<file path="config.mk">
export PLATFORM = sky130hd
export DESIGN_NAME = rr_arbiter4
export DESIGN_NICKNAME = d
export VERILOG_FILES = /design/src/rtl/arb_pkg.sv /design/src/rtl/prio_pick4.sv /design/src/rtl/rr_arbiter4.sv
export SDC_FILE = /design/constraint.sdc
export NUM_CORES = 1
export LEC_CHECK = 0
export BUFFER_PORTS_ARGS = -buffer_cell sky130_fd_sc_hd__buf_2
export CAP_MARGIN = 10
export CORE_UTILIZATION = 58
export CTS_BUF_LIST = sky130_fd_sc_hd__clkbuf_4
export CTS_CLUSTER_DIAMETER = 80
export DETAILED_ROUTE_END_ITERATION = 7
export MAX_ROUTING_LAYER = met4
export PLACE_DENSITY_LB_ADDON = 0.25
export SETUP_SLACK_MARGIN = 0.2
export SYNTH_ARGS = -nofsm -noshare
export SYNTH_HDL_FRONTEND = slang
export SYNTH_SLANG_ARGS = --single-unit
</file>
<file path="constraint.sdc">
create_clock -name clk -period 3.61 [get_ports clk]
set_input_delay 0.722 -clock clk [delete_from_list [all_inputs] [get_ports clk]]
set_output_delay 0.722 -clock clk [all_outputs]
set_load 0.1 [all_outputs]
</file>
<file path="src/rtl/arb_pkg.sv">
// Shared definitions for the four-requester arbiter: FSM encoding, mode values
// and a one-hot helper.
package arb_pkg;

    localparam int NUM_REQ = 4;
    localparam int IDX_W   = 2;

    typedef enum logic {
        IDLE  = 1'b0,
        GRANT = 1'b1
    } arb_state_e;

    localparam logic MODE_FIXED = 1'b0;
    localparam logic MODE_RR    = 1'b1;

    function automatic logic [NUM_REQ-1:0] idx_to_onehot(input logic [IDX_W-1:0] idx);
        return NUM_REQ'(1) << idx;
    endfunction

endpackage

</file>
<file path="src/rtl/prio_pick4.sv">
// Combinational winner picker: highest set index in fixed mode, or first set
// bit scanning upward from base (wrapping) in round-robin mode.
module prio_pick4
    import arb_pkg::*;
(
    input  logic [NUM_REQ-1:0] cand,
    input  logic [IDX_W-1:0]   base,
    input  logic               rr,
    output logic [IDX_W-1:0]   idx,
    output logic               any
);

    logic [2*NUM_REQ-1:0] dbl;
    logic [NUM_REQ-1:0]   rot;
    logic [IDX_W-1:0]     off;

    // rot[k] holds cand[(base+k) mod 4], so the lowest set bit of rot is the
    // first candidate encountered when scanning from base.
    always_comb begin
        dbl = {cand, cand} >> base;
        rot = dbl[NUM_REQ-1:0];
    end

    always_comb begin
        idx = '0;
        off = '0;
        any = |cand;
        if (rr) begin
            for (int k = NUM_REQ - 1; k >= 0; k--) begin
                if (rot[k]) begin
                    off = IDX_W'(k);
                end
            end
            idx = base + off;
        end else begin
            for (int i = 0; i < NUM_REQ; i++) begin
                if (cand[i]) begin
                    idx = IDX_W'(i);
                end
            end
        end
    end

endmodule

</file>
<file path="src/rtl/rr_arbiter4.sv">
// Four-requester arbiter with fixed-priority or round-robin selection,
// registered one-hot grant, and a bounded hold when others are waiting.
//
//  state | meaning
//  ------+---------------------------------------------------------------
//  IDLE  | no grant outstanding; any request is granted on the next edge
//  GRANT | holder in gnt_idx owns the resource; hold_cnt counts tenure
module rr_arbiter4
    import arb_pkg::*;
#(
    parameter int MAX_HOLD = 8
) (
    input  logic               clk,
    input  logic               rst_n,
    input  logic [NUM_REQ-1:0] req,
    input  logic               mode,
    output logic [NUM_REQ-1:0] gnt,
    output logic [IDX_W-1:0]   gnt_idx,
    output logic               gnt_valid
);

    localparam int               CNT_W   = $clog2(MAX_HOLD);
    localparam logic [CNT_W-1:0] CNT_MAX = CNT_W'(MAX_HOLD - 1);

    arb_state_e          state_q, state_d;
    logic [CNT_W-1:0]    hold_cnt_q, hold_cnt_d;
    logic [IDX_W-1:0]    last_idx_q, last_idx_d;
    logic [IDX_W-1:0]    holder_d;

    logic [NUM_REQ-1:0]  others;
    logic [NUM_REQ-1:0]  cand;
    logic [IDX_W-1:0]    scan_base;
    logic [IDX_W-1:0]    win_idx;
    logic                win_any;
    logic                holder_req;

    always_comb begin
        others     = req & ~idx_to_onehot(gnt_idx);
        holder_req = req[gnt_idx];
        cand       = (state_q == GRANT) ? others : req;
        scan_base  = last_idx_q + IDX_W'(1);
    end

    prio_pick4 u_pick (
        .cand (cand),
        .base (scan_base),
        .rr   (mode == MODE_RR),
        .idx  (win_idx),
        .any  (win_any)
    );

    always_comb begin
        state_d    = state_q;
        hold_cnt_d = hold_cnt_q;
        last_idx_d = last_idx_q;
        holder_d   = gnt_idx;

        unique case (state_q)
            IDLE: begin
                holder_d = '0;
                if (win_any) begin
                    state_d    = GRANT;
                    holder_d   = win_idx;
                    hold_cnt_d = '0;
                    last_idx_d = win_idx;
                end
            end
            GRANT: begin
                // Both release and timeout hand over straight to the best
                // other requester so the resource never idles needlessly.
                if ((!holder_req || hold_cnt_q == CNT_MAX) && win_any) begin
                    holder_d   = win_idx;
                    hold_cnt_d = '0;
                    last_idx_d = win_idx;
                end else if (!holder_req) begin
                    state_d    = IDLE;
                    holder_d   = '0;
                    hold_cnt_d = '0;
                end else if (hold_cnt_q != CNT_MAX) begin
                    hold_cnt_d = hold_cnt_q + CNT_W'(1);
                end
            end
            default: begin
                state_d = IDLE;
            end
        endcase
    end

    always_ff @(posedge clk or negedge rst_n) begin
        if (!rst_n) begin
            state_q    <= IDLE;
            hold_cnt_q <= '0;
            last_idx_q <= IDX_W'(NUM_REQ - 1);
            gnt        <= '0;
            gnt_idx    <= '0;
            gnt_valid  <= 1'b0;
        end else begin
            state_q    <= state_d;
            hold_cnt_q <= hold_cnt_d;
            last_idx_q <= last_idx_d;
            gnt        <= (state_d == GRANT) ? idx_to_onehot(holder_d) : '0;
            gnt_idx    <= holder_d;
            gnt_valid  <= (state_d == GRANT);
        end
    end

endmodule
</file>
==> results of run 1 <==
## metal layers
| metal | vias to the layer above | routed length, µm |
|---|---|---|
| li1 | 410 | - |
| met1 | 400 | 937 |
| met2 | 15 | 932 |
| met3 | 2 | 52 |
| met4 | 0 | 25 |
| met5 | - | 0 |
## stage by stage
stage | std cells | utilization (%)
after floorplan | 102 | -
after global placement | 126 | 66.3
after detailed placement | 126 | 66.3
after CTS | 130 | 68.0
after global routing | 130 | 68.3
final | 130 | 68.3
## cells in the final DEF, fill, tap and decap left out, types with 2 or more instances in the layout
cell / Yosys / layout
inv_1: 6 / 6
o211ai_1: 2 / 2
a21oi_1: 12 / 11
nor3_1: 2 / 2
o21ai_0: 3 / 3
nor2_1: 6 / 6
mux2i_1: 5 / 5
a21o_1: 3 / 3
buf_2: 1 / 13
a22o_1: 2 / 2
clkbuf_4: 0 / 3
ha_1: 3 / 3
dfrtp_1: 10 / 9
xor2_1: 2 / 2
a211oi_1: 3 / 3
dfstp_2: 2 / 2
nor2b_1: 3 / 3
nand2_1: 7 / 7
## critical path, cell delays in order, from the launching register on
cell       delay, ns
dfstp_2         0.67
mux2i_1         0.38
a211o_1         0.23
a21oi_1         0.06
o21ai_0         0.18
a21bo_2         0.24
ha_1            0.26
a2111oi_4       0.29
nor2_1          0.09
o311a_1         0.31
a21oi_1         0.23
a21oi_1         0.10
## state kept, by name, indices dropped and copies added, names as in the netlist
signal / count
state_q: 1
hold_cnt_q: 3
gnt: 4
gnt_idx: 2
last_idx_q: 2
## layout make-up
type | count | area (µm²)
multi-input cells | 79 | 616
fillers | 128 | 488
flip-flops and latches | 12 | 304
repair buffers | 13 | 65.1
clock buffers | 3 | 22.5
inverters | 6 | 22.5
well taps | 16 | 20.0
clock inverters | 1 | 3.75
## cells by family after synthesis
kind of cell,synth area share [%]
xor gates and xnor gates,1.81
DFF,31.2
and+or+nand+nor,17.0
muxes,9.03
adders and majority gates,3.87
buffers and inverters,5.68
AOI/OAI and AO/OA,31.4
## how the worst max path moves through the flow
stage | startpoint | end | cells after the start
finish | last_idx_q[0]$_DFFE_PN1P_ | gnt[3]$_DFF_PN0_ | 11
global placement | req[1] | gnt[3]$_DFF_PN0_ | 12
detailed placement | req[3] | gnt[2]$_DFF_PN0_ | 12
floorplan | gnt_idx[1]$_DFF_PN0_ | last_idx_q[1]$_DFFE_PN1P_ | 12
global route | last_idx_q[0]$_DFFE_PN1P_ | gnt[2]$_DFF_PN0_ | 11
CTS | gnt_idx[0]$_DFF_PN0_ | gnt[1]$_DFF_PN0_ | 11
==> run metrics, run 1 <==
outcome complete, no violations; CP Capture Type flip-flop; count leader, synth a21oi_1; area grow syn2layout 8.65%; CTS Hold Buffers Added 0; Final GP Congestion just under 0.9; Cell Rows 14; global routing met3 resource utilization between 2 and 3%; worst clock skew between 0.003 and 0.004 ns; initial antenna violation count 0; leading area contributor after synthesis dfrtp_1; initial DRC count 26; critical path launch point type flip-flop; clock sinks 12; post-synth top area share 25.8%; final worst path period share between 80% and 90%; Crit path required time between 3 and 4 ns; unrepaired setup endpoints after global routing no; Syn Nets 112; vias 827; crit path kind reg -> reg; R2R Path Start last_idx_q[0]$_DFFE_PN1P_; # setup viols final 0; clock buffer count from CTS 3; busiest grt layer met2; Post-synth EDFFs 0; Reg2Reg Depth 11; Die ar. ~0.0018 mm²; Clk Latency, worst-skew pair 0.28 ns; clk root buf clkbuf_4; Tmin final 3.16 ns; reg2reg end gnt[3]$_DFF_PN0_; synthesized instance count between 100 and 150; pin count of the biggest net entering global routing 16; layout cells sized above 1 26.3%; HP Class in -> async; Max Fanout on Critical Path 10; global routing usage on met1 31.5%; post-CTS sizing 0; Final Hold Viols 0; H-Tree Level Count 1; Final nets 125; fmax 316 MHz; Seq cells post-synth 12; Die X-Extent 42.9 µm; total global routing track utilization between 20 and 30%; Rel. slew slack around two thirds; Clock Tree Buf Depth 2; Final Cell Area around 0.0011 mm²; Top FF cell, synth dfrtp_1; core box area 0.00154 mm²; Ys Warns 0; Max-Cap Viols 0; port bufs 13; WHS 0.301 ns; Ports 14; met2 Use GR 39.1%; main area contributors after synthesis dfrtp_1 (26%), a21oi_1 (6.2%), dfstp_2 (5.4%); TNS Setup 0 ns; Data arrival, critical path 3.32 ns; HPWL Detailed ~1400 µm; setup ws final 0.445 ns; drt wl/cell 15.0 µm; Synth async-reset ratio 100%; via/cell ratio 6.36; Clock transition at path regs 0.08 ns; Inserted Diodes 0; Die H 42.9 µm; detailed-router iteration count before antenna repair 4; first-pass GRT wire length 3340 µm; Post-DRT Antenna Nets 0; vias in the first global route 803; Seq/Total Area, Yosys 31.2%; R2R setup slack 0.45 ns; Netlist Area Pre-Place roughly 970 µm²; TritonCTS clock tree built; Residual DRC 0; syn avg cell area 9.51 µm²; pre-CTS WS ~0.32 ns; Total Routed Length 1950 µm; placed inst area 0.00102 mm²; worst slew pin tran 0.485 ns; GRT overflow 0; initial cell density of the core 62.9%; Post-CTS Setup Inserts 0; Max Slew Vio Count 0; top cells by count, synth a21oi_1 (12), dfrtp_1 (10), nand2_1 (7); Synth cell types 47
Power of run 1 is left out: the tool's default activity adds up to more than one toggle a clock period on the data nets, which glitch-free logic cannot reach.
==> run 2, diff against run 1 <==
--- a/config.mk
+++ b/config.mk
@@ -7,12 +7,13 @@
 export LEC_CHECK = 0
 export BUFFER_PORTS_ARGS = -buffer_cell sky130_fd_sc_hd__buf_2
 export CAP_MARGIN = 10
-export CORE_UTILIZATION = 58
-export CTS_BUF_LIST = sky130_fd_sc_hd__clkbuf_4
+export CORE_UTILIZATION = 55
+export CTS_BUF_LIST = sky130_fd_sc_hd__clkbuf_4 sky130_fd_sc_hd__clkbuf_8 sky130_fd_sc_hd__clkbuf_16
 export CTS_CLUSTER_DIAMETER = 80
 export DETAILED_ROUTE_END_ITERATION = 7
 export MAX_ROUTING_LAYER = met4
 export PLACE_DENSITY_LB_ADDON = 0.25
+export RECOVER_POWER = 50
 export SETUP_SLACK_MARGIN = 0.2
 export SYNTH_ARGS = -nofsm -noshare
 export SYNTH_HDL_FRONTEND = slang
==> constraint.sdc (replaced) <==
create_clock -name clk -period 3.3 [get_ports clk]
set_input_delay 0.66 -clock clk [delete_from_list [all_inputs] [get_ports clk]]
set_output_delay 0.66 -clock clk [all_outputs]
set_load 0.1 [all_outputs]
==> run 2 against run 1 <==
  * Worst hold slack improved by 0.069 ns
  * Utilization rose by 2.8 points
  * Setup slack got worse by 0.14 ns
  * Critical path depth did not move
==> run metrics, run 2 (same netlist as run 1, synthesis figures left out) <==
final worst path period share 90.7%; pre-CTS WS around 0.037 ns; Ports 14; first-pass GRT wire length 3440 µm; TNS Setup 0 ns; detailed-router iteration count before antenna repair 6; Clock transition at path regs 0.08 ns; vias 842; H-Tree Level Count 1; HPWL Detailed between 1500 and 2000 µm; # setup viols final 0; Clk Latency, worst-skew pair 0.27 ns; Tmin final 2.99 ns; critical path launch point type flip-flop; outcome complete, no violations; GRT overflow 0; commonest cells after routing, fill and taps aside a21oi_1 (10), buf_2 (10), dfrtp_1 (8); initial antenna violation count 0; crit path kind reg -> reg; pin count of the biggest net entering global routing 16; HP Class in -> async; setup ws final 0.307 ns; Final nets 129; Rel. slew slack 22.9%; Data arrival, critical path approximately 3.2 ns; via/cell ratio 6.28; drt wl/cell 15.8 µm; Die ar. 0.00194 mm²; Total Routed Length approximately 2100 µm; total global routing track utilization roughly 25%; area grow syn2layout 15.7%; Max Slew Vio Count 0; worst clock skew around 0.0058 ns; Die X-Extent 44.0 µm; Top reg by flops gnt; Residual DRC 0; Final GP Congestion 0.800; worst slew pin tran 1.16 ns; initial cell density of the core about three fifths; CTS Hold Buffers Added 0; Post-DRT Antenna Nets 0; Inserted Diodes 0; TritonCTS clock tree built; vias in the first global route 754; fmax between 300 and 400 MHz; CP Capture Type flip-flop; Final Hold Viols 0; non-filler cells, final ~130; Max Fanout on Critical Path 15; top flop regs gnt: 4 flops, hold_cnt_q: 3 flops; Cell Rows 14; Max-Cap Viols 0; clk root buf clkbuf_4; initial DRC count 27; dpl cells 127; port bufs 13; Die H 44.0 µm; Crit path required time around 3.5 ns; layout cells sized above 1 32.2%; core box area around 0.0016 mm²; unrepaired setup endpoints after global routing no; fill cell count 127; clock buffer count from CTS 3; Clock Tree Buf Depth 2; max reg flops 4; clock sinks 12
==> run 2: cell types whose count changed in the layout (fill, tap and decap cells not counted), sizes merged <==
cell,change
buf,+1
clkinv,-1
clkbuf,+4
==> run 2: metrics by stage <==
| stage | area [µm²] | hold slack [ns] | utilization (%) |
|---|---|---|---|
| detailed placement | 1030 | 0.495 | 65.6 |
| finish | 1120 | 0.370 | 71.2 |
| CTS | 1090 | 0.252 | 69.0 |
| floorplan | 973 | 0.364 | - |
| global placement | 1030 | 0.491 | 65.6 |
| global route | 1120 | 0.437 | 71.2 |
==> run 2: per-layer routing <==
layer	GRT usage (%)	vias up	part of all wire, %
met3	7.50	0	4.1
li1	-	413	-
met4	3.64	0	0
met5	-	-	0
met2	36.7	22	49
met1	34.6	407	47
==> run 2: worst max-delay path, stage by stage, from the launching register on <==
cell,delay (ns)
dfrtp_1,0.64
and4b_4,0.35
a211o_1,0.18
a21oi_1,0.05
o21ai_0,0.17
a21bo_2,0.25
ha_2,0.21
a2111oi_4,0.27
nor2_1,0.09
o311a_1,0.32
a21o_1,0.23
nor3_2,0.15
==> run 2: final timing paths <==
check                                          start                         to  slack, ns  cells after the start
max                             gnt_idx[0]$_DFF_PN0_           gnt[0]$_DFF_PN0_       0.31                     11
max reg2reg                     gnt_idx[0]$_DFF_PN0_           gnt[0]$_DFF_PN0_       0.31                     11
min in group clk           hold_cnt_q[2]$_DFFE_PN0P_  hold_cnt_q[2]$_DFFE_PN0P_       0.52                      1
max in group asynchronous                      rst_n          state_q$_DFF_PN0_       2.49                      1
min                                            rst_n           gnt[3]$_DFF_PN0_       0.37                      1
min reg2reg                hold_cnt_q[2]$_DFFE_PN0P_  hold_cnt_q[2]$_DFFE_PN0P_       0.52                      1
==> run 2: final cells by class <==
| type | count | area (µm²) | area share [%] |
|---|---|---|---|
| Clock buffer | 4 | 36.3 | 3.23 |
| Multi-Input combinational cell | 79 | 647 | 57.6 |
| Sequential cell | 12 | 305 | 27.2 |
| Timing Repair Buffer | 17 | 91.3 | 8.14 |
| Inverter | 6 | 22.5 | 2.01 |
| Tap cell | 16 | 20.0 | 1.78 |
==> run 2: repair_timing <==
| action | CTS | global route |
|---|---|---|
| endpoints found under the setup margin | 6 | 6 |
| cloned | 0 | 0 |
| resized for setup | 1 | 6 |
| setup buffers | 2 | 1 |
| pin swaps | 0 | 1 |
Power of run 2 is left out for the same reason.
==> run 3, diff against run 2 <==
--- a/config.mk
+++ b/config.mk
@@ -7,7 +7,7 @@
 export LEC_CHECK = 0
 export BUFFER_PORTS_ARGS = -buffer_cell sky130_fd_sc_hd__buf_2
 export CAP_MARGIN = 10
-export CORE_UTILIZATION = 55
+export CORE_UTILIZATION = 50
 export CTS_BUF_LIST = sky130_fd_sc_hd__clkbuf_4 sky130_fd_sc_hd__clkbuf_8 sky130_fd_sc_hd__clkbuf_16
 export CTS_CLUSTER_DIAMETER = 80
 export DETAILED_ROUTE_END_ITERATION = 7
==> run 3 against run 2 <==
  * First-iteration DRC count down 48%
  * Highest routed layer is now met4
  * Utilization down 7.9 points
  * Wire length down 2.3%
  * Clock skew about the same
  * Fmax up 1.2%
==> run metrics, run 3 (same netlist as run 1, synthesis figures left out) <==
fmax 338 MHz; port bufs 13; core box area 0.00176 mm²; Clock transition at path regs roughly 0.070 ns; layout cells sized above 1 31.6%; # setup viols final 0; TritonCTS clock tree built; clk root buf clkbuf_4; Total Routed Length 2070 µm; fill cell count 173; Max Slew Vio Count 0; CP Capture Type flip-flop; pin count of the biggest net entering global routing 16; CP startpoint last_idx_q[0]$_DFFE_PN1P_; unrepaired setup endpoints after global routing no; clock sinks 12; first-pass GRT wire length 3350 µm; top flop regs gnt: 4 flops, hold_cnt_q: 3 flops; final worst path period share 89.6%; clock buffer count from CTS 3; Residual DRC 0; GRT overflow 0; critical path buffer and inverter count 1; worst slew pin tran between 1 and 1.5 ns; Crit-path slowest cell dfstp_2; vias 845; Clock Tree Buf Depth 2; vias in the first global route 758; Clk Latency, worst-skew pair 0.27 ns; R2R Path Start last_idx_q[0]$_DFFE_PN1P_; area grow syn2layout 15.1%; Cell Rows 15; H-Tree Level Count 1; Final nets around 130; Max Fanout on Critical Path 6; initial antenna violation count 0; max reg flops 4; critical path launch point type flip-flop; CTS Hold Buffers Added 0; total global routing track utilization 22.7%; via/cell ratio 5.95; TNS Setup 0 ns; Max-Cap Viols 0; commonest cells after routing, fill and taps aside a21oi_1 (10), buf_2 (10), nand2_1 (7), dfrtp_1 (7); Data arrival, critical path approximately 3.1 ns; Tmin final ~3.0 ns; crit path kind reg -> reg; delay-heaviest family, CP compound AO/OA/AOI/OAI gates; critical-path cell list buf_4, mux2i_1, a21oi_2, a21oi_1, o21ai_0, a21bo_2, ha_2, a2111oi_4, nor2_1, o311a_1, a21o_1, nor3_2; worst clock skew 0.00579 ns; HP Class in -> async; drt wl/cell roughly 15 µm; Die X-Extent between 40 and 50 µm; Ports 14; initial DRC count 14; Post-DRT Antenna Nets 0; Inserted Diodes 0; initial cell density of the core between 50% and 60%; Final Hold Viols 0; Die ar. 0.00212 mm²; Rel. slew slack between 20 and 25%; R2R setup slack 0.34 ns; Top reg by flops gnt; outcome complete, no violations; HPWL Detailed 1480 µm; detailed-router iteration count before antenna repair 4; Crit path required time 3.48 ns; Die H between 40 and 50 µm; max incr delay on CP ~0.62 ns; Final GP Congestion 0.845
==> run 3: changes by cell type in the layout (fill, tap and decap cells not counted) <==
cell      delta
nor3_1       +1
dfrtp_2      +1
clkbuf_8     -1
buf_4        -1
clkbuf_4     +1
dfrtp_1      -1
nor3_2       -1
==> run 3: layout make-up <==
type	count	area [µm²]	share of cell area (%)
Clock buffer	4	30.0	2.69
Inverter	6	22.5	2.02
Multi-Input combinational cell	79	642	57.5
Sequential cell	12	307	27.5
Tap cell	25	31.3	2.80
Timing Repair Buffer	16	83.8	7.51
==> run 3: per-stage QoR <==
stage	hold slack [ns]	util, %	area, µm²	setup WS, ns	instances
after detailed placement	0.498	59.2	1040	0.106	136
after CTS	0.249	61.1	1080	0.210	140
after global routing	0.425	63.3	1120	0.143	142
after floorplan	0.364	-	973	0.247	102
final	0.384	63.3	1120	0.342	142
after global placement	0.488	59.2	1040	0.178	136
==> run 3: what timing repair did <==
action	in CTS	in global routing
pin swaps	0	1
setup buffers	0	2
resized for setup	1	7
endpoints found under the setup margin	3	6
==> run 3: worst paths after layout <==
path	endpoint	cells past startpoint
max in group asynchronous	gnt_idx[1]$_DFF_PN0_	1
max reg2reg	gnt[0]$_DFF_PN0_	12
min in group clk	hold_cnt_q[2]$_DFFE_PN0P_	1
min reg2reg	hold_cnt_q[2]$_DFFE_PN0P_	1
max	gnt[0]$_DFF_PN0_	12
min	hold_cnt_q[0]$_DFFE_PN0P_	1
==> run 3: worst register-to-register path, stage by stage, from the launching register on <==
cell and delay, ns:
dfstp_2 0.62, buf_4 0.19, mux2i_1 0.09, a21oi_2 0.17, a21oi_1 0.11, o21ai_0 0.17
a21bo_2 0.24, ha_2 0.21, a2111oi_4 0.28, nor2_1 0.10, o311a_1 0.33, a21o_1 0.22
nor3_2 0.16
==> run 3: per-layer routing <==
metal	global-route usage (%)	share of wire (%)
met5	-	0
met4	8.82	0.68
met3	2.38	1.8
met2	36.1	51
met1	29.4	47
Power of run 3 is left out for the same reason.
